## src/rtl/accel_bcd_conv.sv

```systemverilog
// accel_bcd_conv: sequential signed-binary to BCD converter (double-dabble,
// one bit per clock) feeding per-digit 7-segment decoders. Produces a sign
// flag, an overflow flag with saturated digits, and optional leading-zero
// blanking using code 4'hF.
module accel_bcd_conv #(
   parameter int WIDTH    = 10,
   parameter int DIGITS   = 4,
   parameter int BLANK_LZ = 1
) (
   input  logic                  clk,
   input  logic                  rst,
   input  logic                  start,
   input  logic [WIDTH-1:0]      value,
   output logic                  busy,
   output logic                  done,
   output logic                  neg,
   output logic                  ovf,
   output logic [4*DIGITS-1:0]   bcd
);

   localparam int BW = 4 * DIGITS;

   // 10^n as a 32-bit constant; DIGITS <= 5 keeps this far from overflow
   function automatic logic [31:0] pow10(input int n);
      logic [31:0] r;
      r = 32'd1;
      for (int i = 0; i < n; i++) begin
         r = r * 32'd10;
      end
      return r;
   endfunction

   localparam logic [31:0] MAX_VAL  = pow10(DIGITS) - 32'd1;
   localparam logic [4:0]  CNT_LAST = 5'(WIDTH - 1);

   // Double-dabble correction: every digit of 5 or more gets +3 before the shift
   function automatic logic [BW-1:0] add3_digits(input logic [BW-1:0] d);
      logic [BW-1:0] r;
      r = d;
      for (int k = 0; k < DIGITS; k++) begin
         if (d[4*k +: 4] >= 4'd5) begin
            r[4*k +: 4] = d[4*k +: 4] + 4'd3;
         end else begin
            r[4*k +: 4] = d[4*k +: 4];
         end
      end
      return r;
   endfunction

   // Replace zero digits above the most significant nonzero digit with 4'hF;
   // the ones digit is always shown
   function automatic logic [BW-1:0] blank_lz(input logic [BW-1:0] d);
      logic [BW-1:0] r;
      logic          lead;
      r    = d;
      lead = 1'b1;
      for (int k = DIGITS - 1; k >= 1; k--) begin
         if (lead && (d[4*k +: 4] == 4'h0)) begin
            r[4*k +: 4] = 4'hF;
         end else begin
            lead = 1'b0;
         end
      end
      return r;
   endfunction

   // Digit pattern shown after reset: a lone zero, blanked above if enabled
   function automatic logic [BW-1:0] reset_bcd();
      if (BLANK_LZ != 0) begin
         return blank_lz({BW{1'b0}});
      end else begin
         return {BW{1'b0}};
      end
   endfunction

   // Final digit formatting applied on the FINISH edge
   function automatic logic [BW-1:0] format_bcd(input logic [BW-1:0] d,
                                                input logic         sat);
      logic [BW-1:0] r;
      if (sat) begin
         r = {DIGITS{4'h9}};
      end else begin
         r = d;
      end
      if (BLANK_LZ != 0) begin
         return blank_lz(r);
      end else begin
         return r;
      end
   endfunction

   typedef enum logic [1:0] {
      IDLE   = 2'd0,
      SHIFT  = 2'd1,
      FINISH = 2'd2
   } state_t;

   state_t              state_r;
   logic [4:0]          cnt_r;
   logic [WIDTH-1:0]    mag_r;
   logic [BW-1:0]       scratch_r;
   logic                neg_r;
   logic                ovf_r;

   logic [WIDTH-1:0]    abs_s;
   logic                ovf_s;
   logic [BW-1:0]       adj_s;

   // Magnitude of the incoming sample (the most negative value maps to
   // 2^(WIDTH-1) without wrap because the result is read as unsigned),
   // its range check, and the add-3 corrected scratch for this iteration
   always_comb begin
      abs_s = value;
      if (value[WIDTH-1]) begin
         abs_s = ~value + WIDTH'(1);
      end else begin
         abs_s = value;
      end
      ovf_s = (32'(abs_s) > MAX_VAL);
      adj_s = add3_digits(scratch_r);
   end

   // Conversion FSM; all outputs are registered and only change on FINISH
   always_ff @(posedge clk or posedge rst) begin
      if (rst) begin
         state_r   <= IDLE;
         cnt_r     <= 5'd0;
         mag_r     <= {WIDTH{1'b0}};
         scratch_r <= {BW{1'b0}};
         neg_r     <= 1'b0;
         ovf_r     <= 1'b0;
         busy      <= 1'b0;
         done      <= 1'b0;
         neg       <= 1'b0;
         ovf       <= 1'b0;
         bcd       <= reset_bcd();
      end else begin
         done <= 1'b0;
         case (state_r)
            IDLE: begin
               if (start) begin
                  mag_r     <= abs_s;
                  neg_r     <= value[WIDTH-1] && (abs_s != {WIDTH{1'b0}});
                  ovf_r     <= ovf_s;
                  cnt_r     <= 5'd0;
                  scratch_r <= {BW{1'b0}};
                  busy      <= 1'b1;
                  state_r   <= SHIFT;
               end else begin
                  busy      <= 1'b0;
               end
            end
            SHIFT: begin
               // {scratch, mag} shifts left by one after the +3 correction
               scratch_r <= {adj_s[BW-2:0], mag_r[WIDTH-1]};
               mag_r     <= {mag_r[WIDTH-2:0], 1'b0};
               cnt_r     <= cnt_r + 5'd1;
               if (cnt_r == CNT_LAST) begin
                  state_r <= FINISH;
               end else begin
                  state_r <= SHIFT;
               end
            end
            FINISH: begin
               bcd     <= format_bcd(scratch_r, ovf_r);
               neg     <= neg_r;
               ovf     <= ovf_r;
               done    <= 1'b1;
               busy    <= 1'b0;
               state_r <= IDLE;
            end
            default: begin
               busy    <= 1'b0;
               state_r <= IDLE;
            end
         endcase
      end
   end

endmodule

```

## config.mk

```make
export PLATFORM = sky130hd
export DESIGN_NAME = accel_bcd_conv
export DESIGN_NICKNAME = d
export VERILOG_FILES = /design/src/rtl/accel_bcd_conv.sv
export SDC_FILE = /design/constraint.sdc
export NUM_CORES = 1
export LEC_CHECK = 0
export BUFFER_PORTS_ARGS = -buffer_cell sky130_fd_sc_hd__buf_4
export CAP_MARGIN = 20
export CORE_ASPECT_RATIO = 0.75
export CORE_MARGIN = 1
export CORE_UTILIZATION = 50
export DETAILED_ROUTE_END_ITERATION = 10
export PLACE_DENSITY = 0.72
export SETUP_SLACK_MARGIN = 0.05
export SLEW_MARGIN = 20
export SYNTH_ARGS = -nofsm -noshare
export SYNTH_HDL_FRONTEND = slang
export SYNTH_SLANG_ARGS = --single-unit
```

## constraint.sdc

```tcl
create_clock -name clk -period 2.4 [get_ports clk]
set_clock_uncertainty 0.05 [all_clocks]
set_input_delay 0.12 -clock clk [delete_from_list [all_inputs] [get_ports clk]]
set_output_delay 0.12 -clock clk [all_outputs]
set_load 0.01 [all_outputs]
```

==> reports/summary.txt, run 1 <==
outcome: finished clean
Synth warnings: 0
Leakage: 0.001422 uW
vias in the first global route: 1,949
root buffer cell: clkbuf_8
area grow syn2layout: 15.02%
Required @ worst endpoint: 2600 ps
post-synthesis cell count: 301
fin area: 3258 um2
total of max-cap violations: 0
Worst-Skew Late Latency: 300 ps
Tmin final: 1948 ps
Max Freq: 513.3 MHz
die extent in y: 67.19 um
worst setup margin: 451.8 ps
setup slack at placement: 469.4 ps
initial DRC count: 140
final setup TNS: 0 ps
Hold Startpoint: value[0]
H-tree Lvls: 2
Pwr Total: 3851 uW
via/cell ratio: 5.422
Worst R2R End: bcd[5]
antenna violations before repair: 0
n_diodes: 0
reg2reg path depth: 7
worst hold path depth: 3
clock-pin slew on the worst setup and hold paths: 100 ps
DRT antenna net count: 0
pwr/cell area: 1182 nW/um2
Peak VDD IR: 0.0005431 V
gpl congestion: 0.8294
Final Cycle Share: 0.8118
largest net degree at the start of global routing: 30
initial core utilization: 0.5236
CP Class: reg2reg
Chip Width: 88.92 um
GRT Residual Overflow: 0
final core area utilization: 0.6022
r2r setup slk: 450 ps
dpl hpwl: 3.998 mm
Final Max Tran Viols: 0
global-route wire length before repair: 9.535 mm
RSZ-0062 raised after global routing: false
syn nets: 327
Die ar.: 5974 um2
# clock sinks: 53
Net count, final: 358
post-CTS sizing: 0
Yosys reg bits: 53
routed via count: 2,212
Hold Path End: mag_r[0]
worst-case clock buffer depth: 2
fraction of layout cells with a size suffix above 1: 0.2192
worst rel slew slack: 0.5414
post-synth cell types: 45
final setup fails: 0
CORE AREA: 5410 um2
setup bufs post-CTS: 0
Critical Path AT: 2150 ps
gr usage total: 0.2089
CTS tree: built
# port buffers: 31
synthesized area per cell: 9.411 um2
Worst R2R Start: scratch_r[12]
Placement Cell Area: 3152 um2
CP Launch Type: flop
worst min-delay path class: in2reg
CTS Buf Count: 5
final WL: 5.613 mm
Cell Rows: 23
measured slew at the worst slew-check pin: 687.2 ps
Fin. Hold Viols: 0
share of the yosys chip area belonging to registers: 0.4735
synthesized area: 2833 um2
DRC errors left: 0
Ports: 33
CP max FO: 6
Worst Setup End Kind: flop
routed wire length per instance: 13.76 um
drt pass-1 iters: 4
==> worst max path at each step <==
stage	startpoint	to	slack, ps	depth (start not counted)
6_report	scratch_r[12]	bcd[5]	450	7
3_5_place_dp	scratch_r[12]	bcd[5]	470	7
4_1_cts	scratch_r[12]	bcd[6]	440	7
5_1_grt	scratch_r[12]	bcd[6]	250	7
2_1_floorplan	scratch_r[12]	bcd[7]	720	7
3_3_place_gp	scratch_r[12]	bcd[4]	530	7
==> placed cells by master (no fill, tap or decap), drive strengths merged, types with 2 or more instances in the layout <==
master | netlist | layout
xnor2 | 7 | 7
nand2b | 7 | 7
dfrtp | 41 | 41
o31ai | 4 | 4
o22ai | 13 | 13
nand3 | 8 | 8
o22a | 4 | 4
a211oi | 2 | 2
xor2 | 5 | 5
clkbuf | 11 | 6
clkinv | 0 | 2
mux2 | 7 | 7
nand4 | 3 | 3
nor2b | 3 | 3
buf | 2 | 36
and3 | 2 | 2
nor3b | 3 | 3
a31oi | 2 | 2
a21oi | 26 | 26
ha | 13 | 13
dfstp | 12 | 12
nand2 | 30 | 30
o21ai | 32 | 32
inv | 16 | 16
nor2 | 29 | 29
nor3 | 6 | 6
==> Yosys cell counts, drive strengths merged <==
library cell,n,area share
inv,16,0.021
nand2b,7,0.015
a32oi,1,0.0031
nand3b,1,0.0027
a32o,1,0.0035
o22ai,13,0.031
mux2i,1,0.0035
nand3,8,0.014
buf,2,0.0066
nor2b,3,0.0066
or4b,1,0.0049
nor4,1,0.0075
o32a,1,0.0035
clkbuf,11,0.015
a31oi,2,0.0044
and3,2,0.0044
xor2,5,0.015
nor3b,3,0.0079
dfrtp,41,0.36
o31ai,4,0.011
a22o,1,0.0031
conb,1,0.0013
ha,13,0.057
mux2,7,0.029
a21oi,26,0.046
o21ai,32,0.057
dfstp,12,0.11
nor4bb,1,0.0035
o41ai,1,0.0057
nand4,3,0.0066
nor3,6,0.012
nand2,30,0.041
xnor2,7,0.022
o211ai,1,0.0027
a22oi,1,0.0027
a211oi,2,0.0053
o22a,4,0.012
nor2,29,0.038
==> layer usage <==
metal | part of all wire | wire length, um | track usage
met1 | 0.54 | 3056 | 0.3271
met2 | 0.41 | 2329 | 0.2971
met4 | 0.0082 | 46 | 0.04234
met5 | 0 | 0 | 0
met3 | 0.032 | 180 | 0.04156
==> critical path: stages, from the launching register on <==
cell     delay [ps]
dfrtp_1         420
inv_1           100
ha_1            250
nor3b_1         370
and3_1          310
nand3_1         100
nand2_1         130
o22a_1          160
==> registers in the layout (all words and copies together) (netlist names) <==
register / count
done: 1
neg: 1
bcd: 16
busy: 1
mag_r: 10
state_r: 2
cnt_r: 5
scratch_r: 16
neg_r: 1
==> report_power, final <==
group	internal, uW	switching (uW)
Clock	235	294
Combinational	763	866
Sequential	1350	347
==> cells by family after synthesis <==
logic type / after synthesis / synth area share
xor+xnor: 12 / 0.03710
mux: 8 / 0.03268
fa+ha+maj: 13 / 0.05742
simple gates: 95 / 0.1652
buf+inv: 29 / 0.04240
flops: 53 / 0.4735
other cells: 1 / 0.001324
compound gates: 90 / 0.1904
==> stage by stage <==
step	hold slack (ps)	std cells
2_1_floorplan	239.8	301
4_1_cts	99.41	408
3_3_place_gp	156.2	399
6_report	109.3	408
3_5_place_dp	164.9	399
5_1_grt	118.1	408
==> final cells by class <==
type                            instances  area, um2
Clock buffer                            6      82.58
Multi-Input combinational cell        219       1374
Clock inverter                          2      13.76
Timing Repair Buffer                   37      292.8
Tap cell                               75      93.84
Sequential cell                        53       1341
Fill cell                             496       2152
Inverter                               16      60.06
==> timing repair <==
item | CTS | global route
endpoints found under the setup margin | 0 | 0
hold endpoints to repair | 15 | 0
hold buffers | 1 | 0
No activity file was read; power rests on OpenSTA's default activity.
==> run 2: changes to the inputs <==
--- a/config.mk
+++ b/config.mk
@@ -5,6 +5,7 @@
 export SDC_FILE = /design/constraint.sdc
 export NUM_CORES = 1
 export LEC_CHECK = 0
+export ABC_AREA = 1
 export BUFFER_PORTS_ARGS = -buffer_cell sky130_fd_sc_hd__buf_4
 export CAP_MARGIN = 20
 export CORE_ASPECT_RATIO = 0.75
==> constraint.sdc (replaced) <==
create_clock -name clk -period 1.8 [get_ports clk]
set_clock_uncertainty 0.05 [all_clocks]
set_input_delay 0.09 -clock clk [delete_from_list [all_inputs] [get_ports clk]]
set_output_delay 0.09 -clock clk [all_outputs]
set_load 0.01 [all_outputs]
==> reports/summary.txt, run 2 <==
CP max FO: 6
CP Class: reg2reg
Chip Width: 87.60 um
Yosys reg bits: 53
Placement Cell Area: 3059 um2
CP max stage delay: 400 ps
Peak VDD IR: 0.0009582 V
Cell Rows: 22
Logic pwr share: 0.460
Slowest cell on crit path: dfrtp_1
reg2reg path depth: 9
RSZ-0062 raised after global routing: false
Post-synth EDFFs: 0
drt pass-1 iters: 4
Critical Path AT: 1680 ps
dpl hpwl: 4.033 mm
GR Layer Usage met3: 0.04245
Worst R2R Start: scratch_r[8]
gr usage total: 0.2146
fraction of layout cells with a size suffix above 1: 0.1763
final WL: 5.544 mm
Net count, final: 388
# port buffers: 31
routed wire length per instance: 12.74 um
final setup fails: 0
synthesized area per cell: 8.377 um2
Worst-Skew Late Latency: 300 ps
Die ar.: 5799 um2
largest net degree at the start of global routing: 34
cell repeated most along the worst path: inv_1
Required @ worst endpoint: 1930 ps
r2r setup slk: 250 ps
outcome: finished clean
worst min-delay path class: in2reg
Net Sw Power: 2166 uW
largest area contributor in the netlist: dfrtp_1
Fill cells: 454
Top Family by Delay on Critical Path: flip-flops
count leader, synth: nand2_1
worst-case clock buffer depth: 2
via/cell ratio: 5.074
P_int: 3078 uW
pwr/cell area: 1656 nW/um2
Fin. Hold Viols: 0
post-synthesis cell count: 328
# clock sinks: 53
vias in the first global route: 2,033
M1 GR Usage: 0.3224
Synth warnings: 0
Top Usage Layer GRT: met1
Switching Fraction: 0.4131
Yosys top cell area share: 0.3734
routed via count: 2,207
DRT antenna net count: 0
Post-Layout Cell Count: 435
global-route wire length before repair: 9.508 mm
n_diodes: 0
Worst Setup End Kind: flop
most common cell after layout, fill and taps aside: nand2_1
CP endpoint: scratch_r[10]
commonest non-fill, non-tap cells in the layout: 67 x nand2_1, 41 x dfrtp_1, 37 x inv_1
ys async rst share: 1.000
setup slack at placement: 271.7 ps
WP buf/inv: 3
clock-pin slew on the worst setup and hold paths: 90 ps
synthesized area: 2748 um2
CTS Buf Count: 5
root buffer cell: clkbuf_8
CP Launch Type: flop
fin area: 3166 um2
dpl cells: 426
Main synth FF type: dfrtp_1
worst setup margin: 253.3 ps
Final Cycle Share: 0.8593
initial core utilization: 0.5396
ranking of synthesized cells by area: dfrtp_1 37%, dfstp_2 11%, nand2_1 9.2%, ha_1 5.9%, o21ai_0 5.8%
GRT Residual Overflow: 0
H-tree Lvls: 2
clock network power share: 0.134
CTS tree: built
Ports: 33
syn nets: 354
Max Freq: 646.6 MHz
Worst R2R End: scratch_r[10]
crit path launch: scratch_r[8]
total of max-cap violations: 0
CORE AREA: 5092 um2
area grow syn2layout: 15.21%
die extent in y: 66.20 um
Tmin final: 1547 ps
critical path depth: 9
WHS: 77.02 ps
Critical Path, Cell by Cell: inv_1, ha_1, inv_1, o21ai_0, nand2_1, inv_1, nand2_1, nand3_1, o21ai_0
share of the yosys chip area belonging to registers: 0.4882
initial DRC count: 185
Regs by FF count: bcd: 16 flops, scratch_r: 16 flops, mag_r: 10 flops
DRC errors left: 0
Flop pwr share: 0.406
Final Max Tran Viols: 0
commonest cells in the synthesized netlist: 67 x nand2_1, 41 x dfrtp_1, 39 x inv_1
post-synth cell types: 27
gpl congestion: 0.7584
met2 Use GR: 0.3145
Leakage: 0.001585 uW
final setup TNS: 0 ps
antenna violations before repair: 0
## run 2: how the worst min path moves through the flow
stage	start	endpoint	slack, ps	cells after the start
6_report	value[5]	mag_r[5]	80	5
5_1_grt	value[5]	mag_r[5]	90	5
4_1_cts	value[2]	mag_r[2]	70	3
3_5_place_dp	rst	done	80	2
3_3_place_gp	rst	mag_r[7]	70	2
2_1_floorplan	value[0]	mag_r[0]	250	2
## run 2: layout make-up
class / instances / area (um2) / share of cell area
clock buffers: 6 / 82.58 / 0.02609
clock inverters: 2 / 13.76 / 0.004348
inverters: 42 / 157.7 / 0.04980
multi-input cells: 223 / 1187 / 0.3751
flip-flops and latches: 53 / 1341 / 0.4237
well taps: 72 / 90.09 / 0.02846
repair buffers: 37 / 292.8 / 0.09249
## run 2: kinds of logic (layout without fill, tap and decap cells)
group                    Yosys count  after routing  share of synthesized area
AND/OR/NAND/NOR                  131            131                     0.1999
AO/OA/AOI/OAI                     73             73                     0.1557
flip-flops                        53             53                     0.4882
buffers and inverters             52             87                    0.07969
adder cells (fa/ha/maj)           13             13                    0.05920
XOR/XNOR                           5              5                    0.01594
other                              1              1                   0.001365
## run 2: metrics by stage
step | utilization | total power (uW)
after floorplan | - | 3823
after global placement | 0.6007 | 4450
after detailed placement | 0.6007 | 4558
after CTS | 0.6216 | 5268
after global routing | 0.6216 | 5746
final | 0.6216 | 5243
## run 2: tightest hold or removal path, delay by kind of cell
kind	cells	cell delay (ps)
simple gates	4	220
buf+inv	1	90
## run 2: repair_timing
item	in CTS	in global routing
setup buffers	0	0
hold buffers	1	0
gates resized for setup	0	1
hold endpoints to repair	8	0
endpoints found under the setup margin	0	1
## run 2: power by group through the flow
| stage | registers [uW] | clock network, uW | logic, uW |
|---|---|---|---|
| finish | 2130 | 701 | 2410 |
| global route | 2200 | 770 | 2780 |
| CTS | 2120 | 720 | 2420 |
| detailed placement | 2140 | 0 | 2410 |
| global placement | 2120 | 0 | 2330 |
| floorplan | 2160 | 0 | 1670 |
## run 2: metal layers
metal  share of wire  vias to the layer above
met5               0                        -
met4          0.0029                        0
met3           0.052                        2
met2            0.42                       53
met1            0.53                     1003
li1                -                     1149
==> run 3: changes to the inputs <==
--- a/config.mk
+++ b/config.mk
@@ -12,8 +12,9 @@
 export CORE_MARGIN = 1
 export CORE_UTILIZATION = 50
 export DETAILED_ROUTE_END_ITERATION = 10
+export HOLD_SLACK_MARGIN = 0.12
 export PLACE_DENSITY = 0.72
-export SETUP_SLACK_MARGIN = 0.05
+export SETUP_SLACK_MARGIN = 0.1
 export SLEW_MARGIN = 20
 export SYNTH_ARGS = -nofsm -noshare
 export SYNTH_HDL_FRONTEND = slang
==> reports/summary.txt, run 3 (same netlist as run 2, synthesis figures left out) <==
outcome: finished clean
global-route wire length before repair: 9.577 mm
CORE AREA: 5092 um2
final WL: 5.571 mm
area of the multi-input gates: 1187 um2
Placement Cell Area: 3059 um2
Cell Rows: 22
Worst Setup End Kind: flop
Fill cells: 447
Chip Width: 87.60 um
Post-Layout Cell Count: 441
die extent in y: 66.20 um
largest net degree at the start of global routing: 34
vias in the first global route: 2,055
gpl congestion: 0.7584
Final Cycle Share: 0.8851
Worst-Skew Late Latency: 310 ps
setup bufs post-CTS: 0
RSZ-0062 raised after global routing: true
via/cell ratio: 5.113
# clock sinks: 53
initial core utilization: 0.5396
routed via count: 2,255
n_diodes: 0
WHS: 129.8 ps
final setup fails: 0
dpl cells: 426
Net count, final: 394
commonest non-fill, non-tap cells in the layout: 67 x nand2_1, 41 x dfrtp_1, 35 x inv_1, 35 x nor2_1, 35 x buf_4
fraction of layout cells with a size suffix above 1: 0.1789
Regs by FF count: bcd: 16 flops, scratch_r: 16 flops, mag_r: 10 flops
fin area: 3226 um2
Max Freq: 627.7 MHz
CP Class: in2reg
CTS Buf Count: 5
GRT Residual Overflow: 0
CP max FO: 4
Required @ worst endpoint: 1960 ps
Register Area: 1341 um2
CTS tree: built
Peak VDD IR: 0.0009584 V
area grow syn2layout: 17.40%
final setup TNS: 0 ps
Critical Path AT: 1750 ps
most common cell after layout, fill and taps aside: nand2_1
initial DRC count: 215
worst min-delay path class: in2reg
r2r setup slk: 250 ps
Ports: 33
Final Max Tran Viols: 0
dpl hpwl: 4.033 mm
DRC errors left: 0
clock-pin slew on the worst setup and hold paths: 90 ps
worst-case clock buffer depth: 2
final core area utilization: 0.6334
drt pass-1 iters: 4
H-tree Lvls: 2
Fin. Hold Viols: 0
pwr/cell area: 1632 nW/um2
# port buffers: 31
CP Launch Type: input pin
root buffer cell: clkbuf_8
DRT antenna net count: 0
total of max-cap violations: 0
gr usage total: 0.2160
routed wire length per instance: 12.63 um
Tmin final: 1593 ps
Die ar.: 5799 um2
Leakage: 0.001608 uW
antenna violations before repair: 0
## run 3: cell types whose count changed in the layout (fill, tap and decap cells not counted)
cell,delta
dlygate4sd3_1,+6
inv_2,+2
inv_1,-2
## run 3: critical path, cell delays in order
cell           delay, ps
dlygate4sd3_1        530
buf_4                140
inv_2                 70
ha_1                 230
nand2_1               60
o21ai_0               90
nor2_1               110
nand3_1              100
nor2_1               130
nand3_1               80
nand2_1               70
nand2_1               50
## run 3: path summary, 6_finish.rpt
path	start	endpoint	depth (start not counted)
worst min-delay path	value[9]	neg_r	5
worst min register to register	busy	busy	2
worst max-delay path	value[0]	neg_r	12
min in group asynchronous	rst	done	3
max in group asynchronous	rst	scratch_r[1]	4
worst max register to register	scratch_r[0]	scratch_r[1]	7
## run 3: through the flow
stage	worst slack (ps)	power, uW
after floorplan	393.6	3823
after global placement	318.9	4450
after detailed placement	271.7	4558
after CTS	158.4	5278
after global routing	54.42	5759
final	206.9	5264
## run 3: metal layers
metal  vias up  share of wire  track usage
li1       1165              -            -
met1      1038           0.52       0.3224
met2        45           0.43       0.3193
met3         7          0.043      0.04245
met4         0         0.0068      0.05533
met5         -              0            0
## run 3: cell type report
cell class / instances / share of cell area
clock buffer: 6 / 0.02560
clock inverter: 2 / 0.004267
inverter: 42 / 0.04888
multi-input combinational: 223 / 0.3681
sequential: 53 / 0.4158
tap: 72 / 0.02793
timing repair buffer: 43 / 0.1094
## run 3: report_power, final
part           total [uW]  switching, uW  internal (uW)
logic                2430           1440            985
registers            2130            339           1790
clock network         706            394            313
## run 3: timing repair
action,CTS,global route
setup endpoints to repair,0,3
endpoints found under the hold margin,26,0
hold buffers,7,0
gates resized for setup,0,3
